--- config.mk ---
export PLATFORM = sky130hd
export DESIGN_NAME = cmd_scheduler
export DESIGN_NICKNAME = d
export VERILOG_FILES = /design/src/rtl/gpu_cmd_pkg.sv /design/src/rtl/cmd_fifo.sv /design/src/rtl/cmd_scheduler.sv
export SDC_FILE = /design/constraint.sdc
export NUM_CORES = 1
export LEC_CHECK = 0
export CELL_PAD_IN_SITES_DETAIL_PLACEMENT = 0
export CELL_PAD_IN_SITES_GLOBAL_PLACEMENT = 1
export CORE_MARGIN = 2
export CORE_UTILIZATION = 42
export CTS_CLUSTER_SIZE = 24
export DETAILED_ROUTE_END_ITERATION = 8
export PLACE_DENSITY_LB_ADDON = 0.1
export REMOVE_ABC_BUFFERS = 1
export SLEW_MARGIN = 20
export SYNTH_ARGS = -nofsm -noshare
export SYNTH_HDL_FRONTEND = slang
export SYNTH_SLANG_ARGS = --single-unit
--- constraint.sdc ---
create_clock -name CLK -period 4.3 [get_ports CLK]
set_input_delay 1.075 -clock CLK [delete_from_list [all_inputs] [get_ports CLK]]
set_output_delay 1.075 -clock CLK [all_outputs]
set_load 0.005 [all_outputs]
--- src/rtl/gpu_cmd_pkg.sv ---
// Shared GPU command definitions: opcodes, CMD bit indices, wait masks and opcode decode.
package gpu_cmd_pkg;

    localparam logic [7:0] OP_SWAP        = 8'h01;
    localparam logic [7:0] OP_CLEAN       = 8'h02;
    localparam logic [7:0] OP_LOAD_VERTEX = 8'h03;
    localparam logic [7:0] OP_LOAD_EDGE   = 8'h05;
    localparam logic [7:0] OP_DRAW_TRI    = 8'h06;
    localparam logic [7:0] OP_STATUS      = 8'h07;

    localparam logic [2:0] IDX_SWAP        = 3'd0;
    localparam logic [2:0] IDX_CLEAN       = 3'd1;
    localparam logic [2:0] IDX_LOAD_VERTEX = 3'd2;
    localparam logic [2:0] IDX_LOAD_EDGE   = 3'd4;
    localparam logic [2:0] IDX_DRAW_TRI    = 3'd5;
    localparam logic [2:0] IDX_STATUS      = 3'd7;

    localparam logic [7:0] MASK_SWAP        = 8'h37;
    localparam logic [7:0] MASK_CLEAN       = 8'h22;
    localparam logic [7:0] MASK_LOAD_VERTEX = 8'h24;
    localparam logic [7:0] MASK_LOAD_EDGE   = 8'h30;
    localparam logic [7:0] MASK_DRAW_TRI    = 8'h36;
    localparam logic [7:0] MASK_STATUS      = 8'h80;

    typedef struct packed {
        logic       valid;
        logic [2:0] idx;
    } op_dec_t;

    typedef enum logic {S_IDLE = 1'b0, S_HOLD = 1'b1} sched_state_t;

    function automatic op_dec_t opcode_to_idx(input logic [7:0] op);
        op_dec_t d;
        d = '{valid: 1'b0, idx: 3'd0};
        case (op)
            OP_SWAP:        d = '{valid: 1'b1, idx: IDX_SWAP};
            OP_CLEAN:       d = '{valid: 1'b1, idx: IDX_CLEAN};
            OP_LOAD_VERTEX: d = '{valid: 1'b1, idx: IDX_LOAD_VERTEX};
            OP_LOAD_EDGE:   d = '{valid: 1'b1, idx: IDX_LOAD_EDGE};
            OP_DRAW_TRI:    d = '{valid: 1'b1, idx: IDX_DRAW_TRI};
            OP_STATUS:      d = '{valid: 1'b1, idx: IDX_STATUS};
            default:        d = '{valid: 1'b0, idx: 3'd0};
        endcase
        return d;
    endfunction

    // Unused indices wait on every unit so a corrupted entry can never issue early.
    function automatic logic [7:0] idx_to_mask(input logic [2:0] idx);
        case (idx)
            IDX_SWAP:        return MASK_SWAP;
            IDX_CLEAN:       return MASK_CLEAN;
            IDX_LOAD_VERTEX: return MASK_LOAD_VERTEX;
            IDX_LOAD_EDGE:   return MASK_LOAD_EDGE;
            IDX_DRAW_TRI:    return MASK_DRAW_TRI;
            IDX_STATUS:      return MASK_STATUS;
            default:         return 8'hFF;
        endcase
    endfunction

endpackage

--- src/rtl/cmd_fifo.sv ---
// Synchronous FIFO with registered full/empty/level; overflowing pushes and empty pops are ignored.
module cmd_fifo #(
    parameter int WIDTH = 3,
    parameter int DEPTH = 8
) (
    input  logic                     clk,
    input  logic                     rst,
    input  logic                     push,
    input  logic [WIDTH-1:0]         push_data,
    input  logic                     pop,
    output logic [WIDTH-1:0]         head,
    output logic                     full,
    output logic                     empty,
    output logic [$clog2(DEPTH):0]   level
);
    localparam int AW = $clog2(DEPTH);
    localparam int LW = AW + 1;

    logic [WIDTH-1:0] mem [DEPTH];
    logic [AW-1:0]    wr_ptr;
    logic [AW-1:0]    rd_ptr;
    logic [LW-1:0]    level_next;
    logic             push_ok;
    logic             pop_ok;

    assign push_ok = push && !full;
    assign pop_ok  = pop && !empty;
    assign head    = mem[rd_ptr];

    always_comb begin
        level_next = level;
        case ({push_ok, pop_ok})
            2'b10:   level_next = level + LW'(1);
            2'b01:   level_next = level - LW'(1);
            default: level_next = level;
        endcase
    end

    always_ff @(posedge clk) begin
        if (push_ok) begin
            mem[wr_ptr] <= push_data;
        end
    end

    always_ff @(posedge clk) begin
        if (rst) begin
            wr_ptr <= '0;
            rd_ptr <= '0;
            level  <= '0;
            full   <= 1'b0;
            empty  <= 1'b1;
        end else begin
            if (push_ok) begin
                wr_ptr <= wr_ptr + AW'(1);
            end
            if (pop_ok) begin
                rd_ptr <= rd_ptr + AW'(1);
            end
            level <= level_next;
            full  <= (level_next == LW'(DEPTH));
            empty <= (level_next == LW'(0));
        end
    end

endmodule

--- src/rtl/cmd_scheduler.sv ---
// In-order GPU command scheduler: queues valid opcodes and issues each once its wait mask is clear.
module cmd_scheduler
    import gpu_cmd_pkg::*;
#(
    parameter int DEPTH       = 8,
    parameter int HOLD_CYCLES = 2
) (
    input  logic                     CLK,
    input  logic                     rst,
    input  logic                     packet_ready,
    input  logic [7:0]               opcode,
    input  logic [7:0]               BUSY,
    output logic [7:0]               CMD,
    output logic                     FULL,
    output logic                     EMPTY,
    output logic [$clog2(DEPTH):0]   LEVEL,
    output logic                     DROP,
    output logic                     IDLE
);
    localparam int CW = $clog2(HOLD_CYCLES + 1);

    sched_state_t state, state_next;
    logic [CW-1:0] cnt, cnt_next;
    logic [7:0]    cmd_next;
    logic [2:0]    head;
    logic          pop;
    logic          push;
    logic          drop_next;
    op_dec_t       dec;

    assign dec       = opcode_to_idx(opcode);
    assign push      = packet_ready && dec.valid && !FULL;
    assign drop_next = packet_ready && (!dec.valid || FULL);
    assign IDLE      = EMPTY && (state == S_IDLE) && (BUSY == 8'h00);

    cmd_fifo #(.WIDTH(3), .DEPTH(DEPTH)) u_fifo (
        .clk       (CLK),
        .rst       (rst),
        .push      (push),
        .push_data (dec.idx),
        .pop       (pop),
        .head      (head),
        .full      (FULL),
        .empty     (EMPTY),
        .level     (LEVEL)
    );

    // The hold window leaves the started unit time to raise BUSY before the next mask check.
    always_comb begin
        state_next = state;
        cnt_next   = cnt;
        cmd_next   = 8'h00;
        pop        = 1'b0;
        case (state)
            S_IDLE: begin
                if (!EMPTY && ((BUSY & idx_to_mask(head)) == 8'h00)) begin
                    cmd_next   = 8'h01 << head;
                    pop        = 1'b1;
                    cnt_next   = CW'(HOLD_CYCLES);
                    state_next = S_HOLD;
                end else begin
                    state_next = S_IDLE;
                end
            end
            S_HOLD: begin
                if (cnt <= CW'(1)) begin
                    cnt_next   = CW'(0);
                    state_next = S_IDLE;
                end else begin
                    cnt_next   = cnt - CW'(1);
                end
            end
            default: begin
                cnt_next   = CW'(0);
                state_next = S_IDLE;
            end
        endcase
    end

    always_ff @(posedge CLK) begin
        if (rst) begin
            state <= S_IDLE;
            cnt   <= '0;
            CMD   <= 8'h00;
            DROP  <= 1'b0;
        end else begin
            state <= state_next;
            cnt   <= cnt_next;
            CMD   <= cmd_next;
            DROP  <= drop_next;
        end
    end

endmodule

==> out/metrics.cfg, run 1 <==
[synthesis]
synth_top_area_cell=edfxtp_1
async_reset_ff_frac=0
synth.most_common_cell=dfxtp_1
synthCells=179
synth_edf_count=24
synthTopCellsByArea=edfxtp_1, dfxtp_1, mux4_2
ys_warn_count=0
synth_cell_type_count=41
netlist_area_sq_um=2210
synth_commonest_cells=dfxtp_1, edfxtp_1, nor2_1
synth.avg_cell_area_sq_um=12.4
synth-seq-area-share=0.569
synth_top_flop_cell=dfxtp_1
ys_ff_latch=51
yosysTopAreaCellShare=0.325

[route]
wl_met3_microns=134
wl_per_cell_microns=13.7
dr.pass1.iters=4
vias_per_cell=5.01
wl_met1_mm=1.87
drtIter0Drc=107
num_vias=1458
routed_wl_mm=4.00
drc_errors=0
drtAntennaViolNets=0
wl_met2_mm=1.95
top_layer=met4

[grt]
grt_util_all_layers=0.150
antenna_found_initial=0
grt_pass1_wl_mm=6.93
grt_pass1_vias=1468
grt_overflow=0
grt_max_degree=17

[cts]
cts_max_level=2
cts-root-buf=clkbuf_8
clkTransAtPathRegs_ns=0.08
cts_tree=done
cts_buffers=5
ctsLongestPathBuffers=2
insertion_delay_ns=0.30
cts_sinks=51
post-cts-setup-buffers=0
cts_hold_buf=0

[finish]
area_delta_synth_final_pct=24.5
multiInputGateArea_sq_um=905
antenna_cells=0
fin_cells=291
layout-drive-gt1-share=0.127
fillCellCount=432
register_area_sq_um=1260
nets=244

[placement]
io_buffers=34
post-dp-hpwl_mm=3.12
globalplace.congestion=0.765
numPlacedInstances=283

[timing]
fin_crit_ns=3.95
max-slew-margin-rel=0.555
rsz0062_at_grt=no
finalHoldViolations=0
finalSetupTns_ns=0
worst_pin_slew_ns=0.668
post-route-period-util=0.919
final_max_slew_viol_count=0
finalSetupViolations=0
fin_skew_ns=0.00813
fmax_ghz=0.253
fin_hold_ws_ns=0.488

[setup_path]
cp.arrival_ns=4.16
cp_cell_sequence=mux4_2, mux2i_4, nand2b_1, a211o_1, o211a_2, or3_4, inv_2, ha_1, xor2_1, ha_1, a21oi_1, xor2_1, nor2_1, xnor2_1, o21ai_0, nor3_1
crit_path_end_kind=flop
cp-start-kind=flop
path_max_fanout=10
crit_type=reg2reg
max_stage_delay_ns=0.57
crit_required_ns=4.51
cp_slowest_cell=mux4_2

[power_and_ir_drop]
ir_drop_v=0.000186
total_leakage_power_nw=0.917
cellPowerDensity_nw_per_um2=320

[floorplanning]
io_pins=35
start_util=0.434
placementRows=26
fp.dieH_microns=76.6
fp.dieW_microns=76.6
die_area_sq_um=5870
core_area_sq_um=5110

[outcome]
outcome=finished clean

[min_path]
hold_class=reg2reg

[flow_run]
drv_cap=0

## metal layers
metal	global-route usage	vias up
li1	-	739
met1	0.195	688
met2	0.250	27
met3	0.0355	4
met4	0.0436	0
met5	0	-
## cell families (layout without fill, tap and decap cells)
group                      after synthesis  after routing  share of synthesized area
and+or+nand+nor                         72             72                      0.176
buffers and inverters                    9             51                     0.0220
DFF                                     51             51                      0.569
xor gates and xnor gates                 8              8                     0.0316
muxes                                   14             14                      0.115
AOI/OAI and AO/OA                       20             20                     0.0571
adders and majority gates                5              5                     0.0282
## metrics by stage
stage           util  cell area, sq um  setup slack (ns)  power (mW)
5_1_grt        0.540              2760            0.0166       0.916
4_1_cts        0.540              2760             0.199       0.891
3_5_place_dp   0.517              2640            0.0719       0.560
3_3_place_gp   0.517              2640             0.208       0.559
6_report       0.540              2760             0.349       0.882
2_1_floorplan      -              2190             0.586       0.533
## repair_timing
action | 4_1_cts | 5_1_grt
hold endpoints to repair | 0 | 0
gates resized for setup | 0 | 1
setup endpoints to repair | 0 | 2
## cell usage in the layout, fill, tap and decap left out, types with 2 or more instances in the layout
| cell type | n |
|---|---|
| dfxtp_1 | 26 |
| nor4b_2 | 2 |
| or4_1 | 2 |
| mux2_1 | 2 |
| nand2_1 | 16 |
| nor4_1 | 3 |
| xor2_1 | 6 |
| clkdlybuf4s50_1 | 34 |
| inv_1 | 5 |
| ha_1 | 5 |
| o21ai_0 | 3 |
| edfxtp_1 | 24 |
| buf_4 | 3 |
| nand3_1 | 2 |
| mux2i_1 | 3 |
| clkbuf_8 | 6 |
| nor3_1 | 10 |
| a21oi_1 | 9 |
| nor3b_1 | 3 |
| xnor2_1 | 2 |
| mux2i_4 | 3 |
| mux4_2 | 6 |
| nand2b_1 | 7 |
| nor2_1 | 18 |
## path summary, 6_finish.rpt
check                   start  cells after the start  slack (ns)          endpoint
max reg2reg              flop                     16        0.35       u_fifo.full
min          u_fifo.rd_ptr[2]                      2        0.49  u_fifo.rd_ptr[2]
max                      flop                     16        0.35       u_fifo.full
min reg2reg  u_fifo.rd_ptr[2]                      2        0.49  u_fifo.rd_ptr[2]
## worst max-delay path, delay by kind of cell, from the launching register on
family | cells | cell delay, ns
muxes | 2 | 0.92
AOI/OAI and AO/OA | 4 | 0.74
and+or+nand+nor | 4 | 0.73
xor gates and xnor gates | 3 | 0.46
DFF | 1 | 0.45
adders and majority gates | 2 | 0.45
buffers and inverters | 1 | 0.12
## report_power, final
group | internal (mW) | leakage, nW | total [mW] | switching, mW
Sequential | 0.505 | 0.427 | 0.507 | 0.00198
Clock | 0.188 | 0.0612 | 0.334 | 0.146
Combinational | 0.0243 | 0.429 | 0.0410 | 0.0167
Total | 0.718 | 0.917 | 0.882 | 0.164
## sequential cells by signal (all words and copies together) (netlist names), named ones only
| signal | cells |
|---|---|
| u_fifo.mem | 24 |
| CMD | 8 |
| state | 1 |
| DROP | 1 |
| u_fifo.rd_ptr | 3 |
| u_fifo.full | 1 |
| cnt | 2 |
| u_fifo.level | 4 |
| u_fifo.wr_ptr | 3 |
| u_fifo.empty | 1 |
## area by class of cell
type	count	area share
flip-flops and latches	51	0.458
multi-input cells	119	0.328
repair buffers	37	0.132
well taps	70	0.0318
clock buffers	6	0.0299
clock inverters	2	0.0127
inverters	6	0.00817
(Power assumes the default switching activity.)
==> run 2, diff against run 1 <==
- PLACE_DENSITY: default -> 0.77
- PLACE_DENSITY_LB_ADDON: 0.1 -> default
==> out/metrics.cfg, run 2 (synthesized netlist as in run 1, its figures left out) <==
[power_and_ir_drop]
internal_power_mw=0.762  ; +6.1%
p_comb_frac=0.044  ; -0.002
swShare=0.186  ; -0.000637
clock_power_share=0.413  ; +0.035
p_seq_frac=0.543  ; -0.032
p_total_mw=0.935  ; +6.0%
cellPowerDensity_nw_per_um2=336  ; +5.0%
total_leakage_power_nw=0.927  ; +1.1%
power_switching_mw=0.174  ; +5.7%
ir_drop_v=0.000154  ; -18%

[cts]
cts_max_level=2  ; unchanged
cts_buffers=5  ; unchanged
post-cts-setup-buffers=0  ; unchanged
ctsLongestPathBuffers=2  ; unchanged
cts_tree=done
cts-root-buf=clkbuf_8
cts_sinks=51  ; unchanged
clkTransAtPathRegs_ns=0.09  ; about the same
insertion_delay_ns=0.30  ; about the same

[setup_path]
crit_family=buffers and inverters
cp.arrival_ns=2.86  ; -1.30 ns
r2r_setup_slack_ns=0.44  ; +0.09 ns
max_stage_delay_ns=0.67  ; +0.10 ns
path_max_fanout=2  ; -8
path_common_cell=clkdlybuf4s50_1
r2r-end=u_fifo.empty
cp_num_buf_inv=2  ; +1
crit_path_end_kind=output pin
crit_type=in2out
r2r_cells=16  ; unchanged
cp-start-kind=input pin
startpoint=BUSY[0]
cp_slowest_cell=or4b_2
crit_required_ns=3.22  ; -1.29 ns
cp_cell_sequence=clkdlybuf4s50_1, or4b_2, nor3_1, clkdlybuf4s50_1

[finish]
layout-drive-gt1-share=0.131  ; +0.00393
nets=245  ; +0.41%
area_delta_synth_final_pct=25.7
most-common-layout-cells=clkdlybuf4s50_1, dfxtp_1, edfxtp_1
largest-register=u_fifo.mem
antenna_cells=0  ; unchanged
design_area_sq_um=2780  ; +0.95%
largest_reg_flops=24  ; unchanged
reg.largest.list=u_fifo.mem (24), CMD (8), u_fifo.level (4)
final_common_cell=clkdlybuf4s50_1

[timing]
worst_pin_slew_ns=0.622  ; -0.0455 ns
fmax_ghz=0.254  ; +0.31%
finalSetupViolations=0  ; unchanged
finalSetupTns_ns=0  ; unchanged
final_max_slew_viol_count=0  ; unchanged
fin_crit_ns=3.94  ; -0.0124 ns
fin_skew_ns=0.00558  ; -0.00254 ns
fin_ws_ns=0.361  ; +0.0124 ns
post-route-period-util=0.916  ; -0.00288
fin_hold_ws_ns=0.482  ; -0.00632 ns
max-slew-margin-rel=0.585  ; +0.0304
finalHoldViolations=0  ; unchanged
rsz0062_at_grt=no

[route]
routed_wl_mm=4.24  ; +6.0%
dr.pass1.iters=4  ; unchanged
num_vias=1488  ; +2.1%
wl_met2_mm=2.23  ; +14%
wl_met1_mm=1.77  ; -5.5%
drtIter0Drc=49  ; -54%
drc_errors=0  ; unchanged
wl_per_cell_microns=14.5  ; +5.6%
vias_per_cell=5.10  ; +1.7%
top_layer=met4
drtAntennaViolNets=0  ; unchanged
wl_met3_microns=139  ; +3.7%

[outcome]
outcome=finished clean

[floorplanning]
placementRows=26  ; unchanged
start_util=0.434  ; unchanged
fp.dieH_microns=76.6  ; unchanged
fp.dieW_microns=76.6  ; unchanged
die_area_sq_um=5870  ; unchanged
io_pins=35  ; unchanged
core_area_sq_um=5110  ; unchanged

[grt]
grt_max_degree=17  ; unchanged
grt_overflow=0  ; unchanged
grt_pass1_wl_mm=7.11  ; +2.6%
antenna_found_initial=0  ; unchanged
grt_util_all_layers=0.155  ; +0.00548
grt_pass1_vias=1499  ; +2.1%

[placement]
io_buffers=34  ; unchanged
globalplace.congestion=0.771  ; +0.75%
place_ws_ns=0.0295  ; -0.0424 ns
post-dp-hpwl_mm=3.24  ; +3.8%
placed_area_sq_um=2650  ; +0.28%

[min_path]
hold_depth=2  ; unchanged
hold_class=reg2reg
min_to=cnt[1]
hold_start=cnt[1]

[flow_run]
drv_cap=0  ; unchanged

-- run 2: cell types whose count changed in the layout (fill, tap and decap cells not counted) --
cell        delta
buf_4          +1
clkbuf_8       -1
bufinv_16      +1
clkinvlp_4     +1
clkinv_2       -1
-- run 2: worst max path at each step --
stage                   end  slack (ns)  cells after the start
2_1_floorplan  u_fifo.empty        0.59                     16
3_3_place_gp   u_fifo.empty        0.19                     14
3_5_place_dp    u_fifo.full        0.03                     14
4_1_cts        u_fifo.empty        0.28                     16
5_1_grt        u_fifo.empty        0.12                     14
6_report               IDLE        0.36                      4
-- run 2: worst register-to-register path, delay by kind of cell (launching register included) --
kind | cells | cell delay [ns]
AOI/OAI and AO/OA | 5 | 0.90
muxes | 2 | 0.84
and+or+nand+nor | 3 | 0.63
DFF | 1 | 0.46
xor gates and xnor gates | 3 | 0.44
adders and majority gates | 2 | 0.43
buffers and inverters | 1 | 0.09
-- run 2: stage by stage --
| stage | util | std cells |
|---|---|---|
| 3_5_place_dp | 0.518 | 284 |
| 5_1_grt | 0.545 | 292 |
| 3_3_place_gp | 0.518 | 284 |
| 2_1_floorplan | - | 176 |
| 6_report | 0.545 | 292 |
| 4_1_cts | 0.545 | 292 |
-- run 2: area by class of cell --
| cell class | count | area [sq um] |
|---|---|---|
| tap | 70 | 87.6 |
| sequential | 51 | 1260 |
| clock inverter | 3 | 67.6 |
| fill | 428 | 2320 |
| timing repair buffer | 38 | 370 |
| multi-input combinational | 119 | 905 |
| inverter | 6 | 22.5 |
| clock buffer | 5 | 68.8 |
-- run 2: power by group through the flow --
stage          registers (mW)  clock network (mW)  logic (mW)
6_report                0.507               0.386      0.0413
4_1_cts                 0.507               0.397      0.0417
3_5_place_dp            0.519                   0      0.0414
2_1_floorplan           0.518                   0      0.0149
3_3_place_gp            0.518                   0      0.0402
5_1_grt                 0.508               0.414      0.0454
-- run 2: layer usage --
layer / global-route usage / up-vias
met4: 0.0764 / 0
met5: 0 / -
met2: 0.273 / 34
met3: 0.0344 / 7
met1: 0.178 / 708
li1: - / 739
-- run 2: repair_timing --
item | CTS | global route
hold buffers | 0 | 0
setup endpoints to repair | 0 | 1
gates resized for setup | 0 | 1
endpoints found under the hold margin | 0 | 0
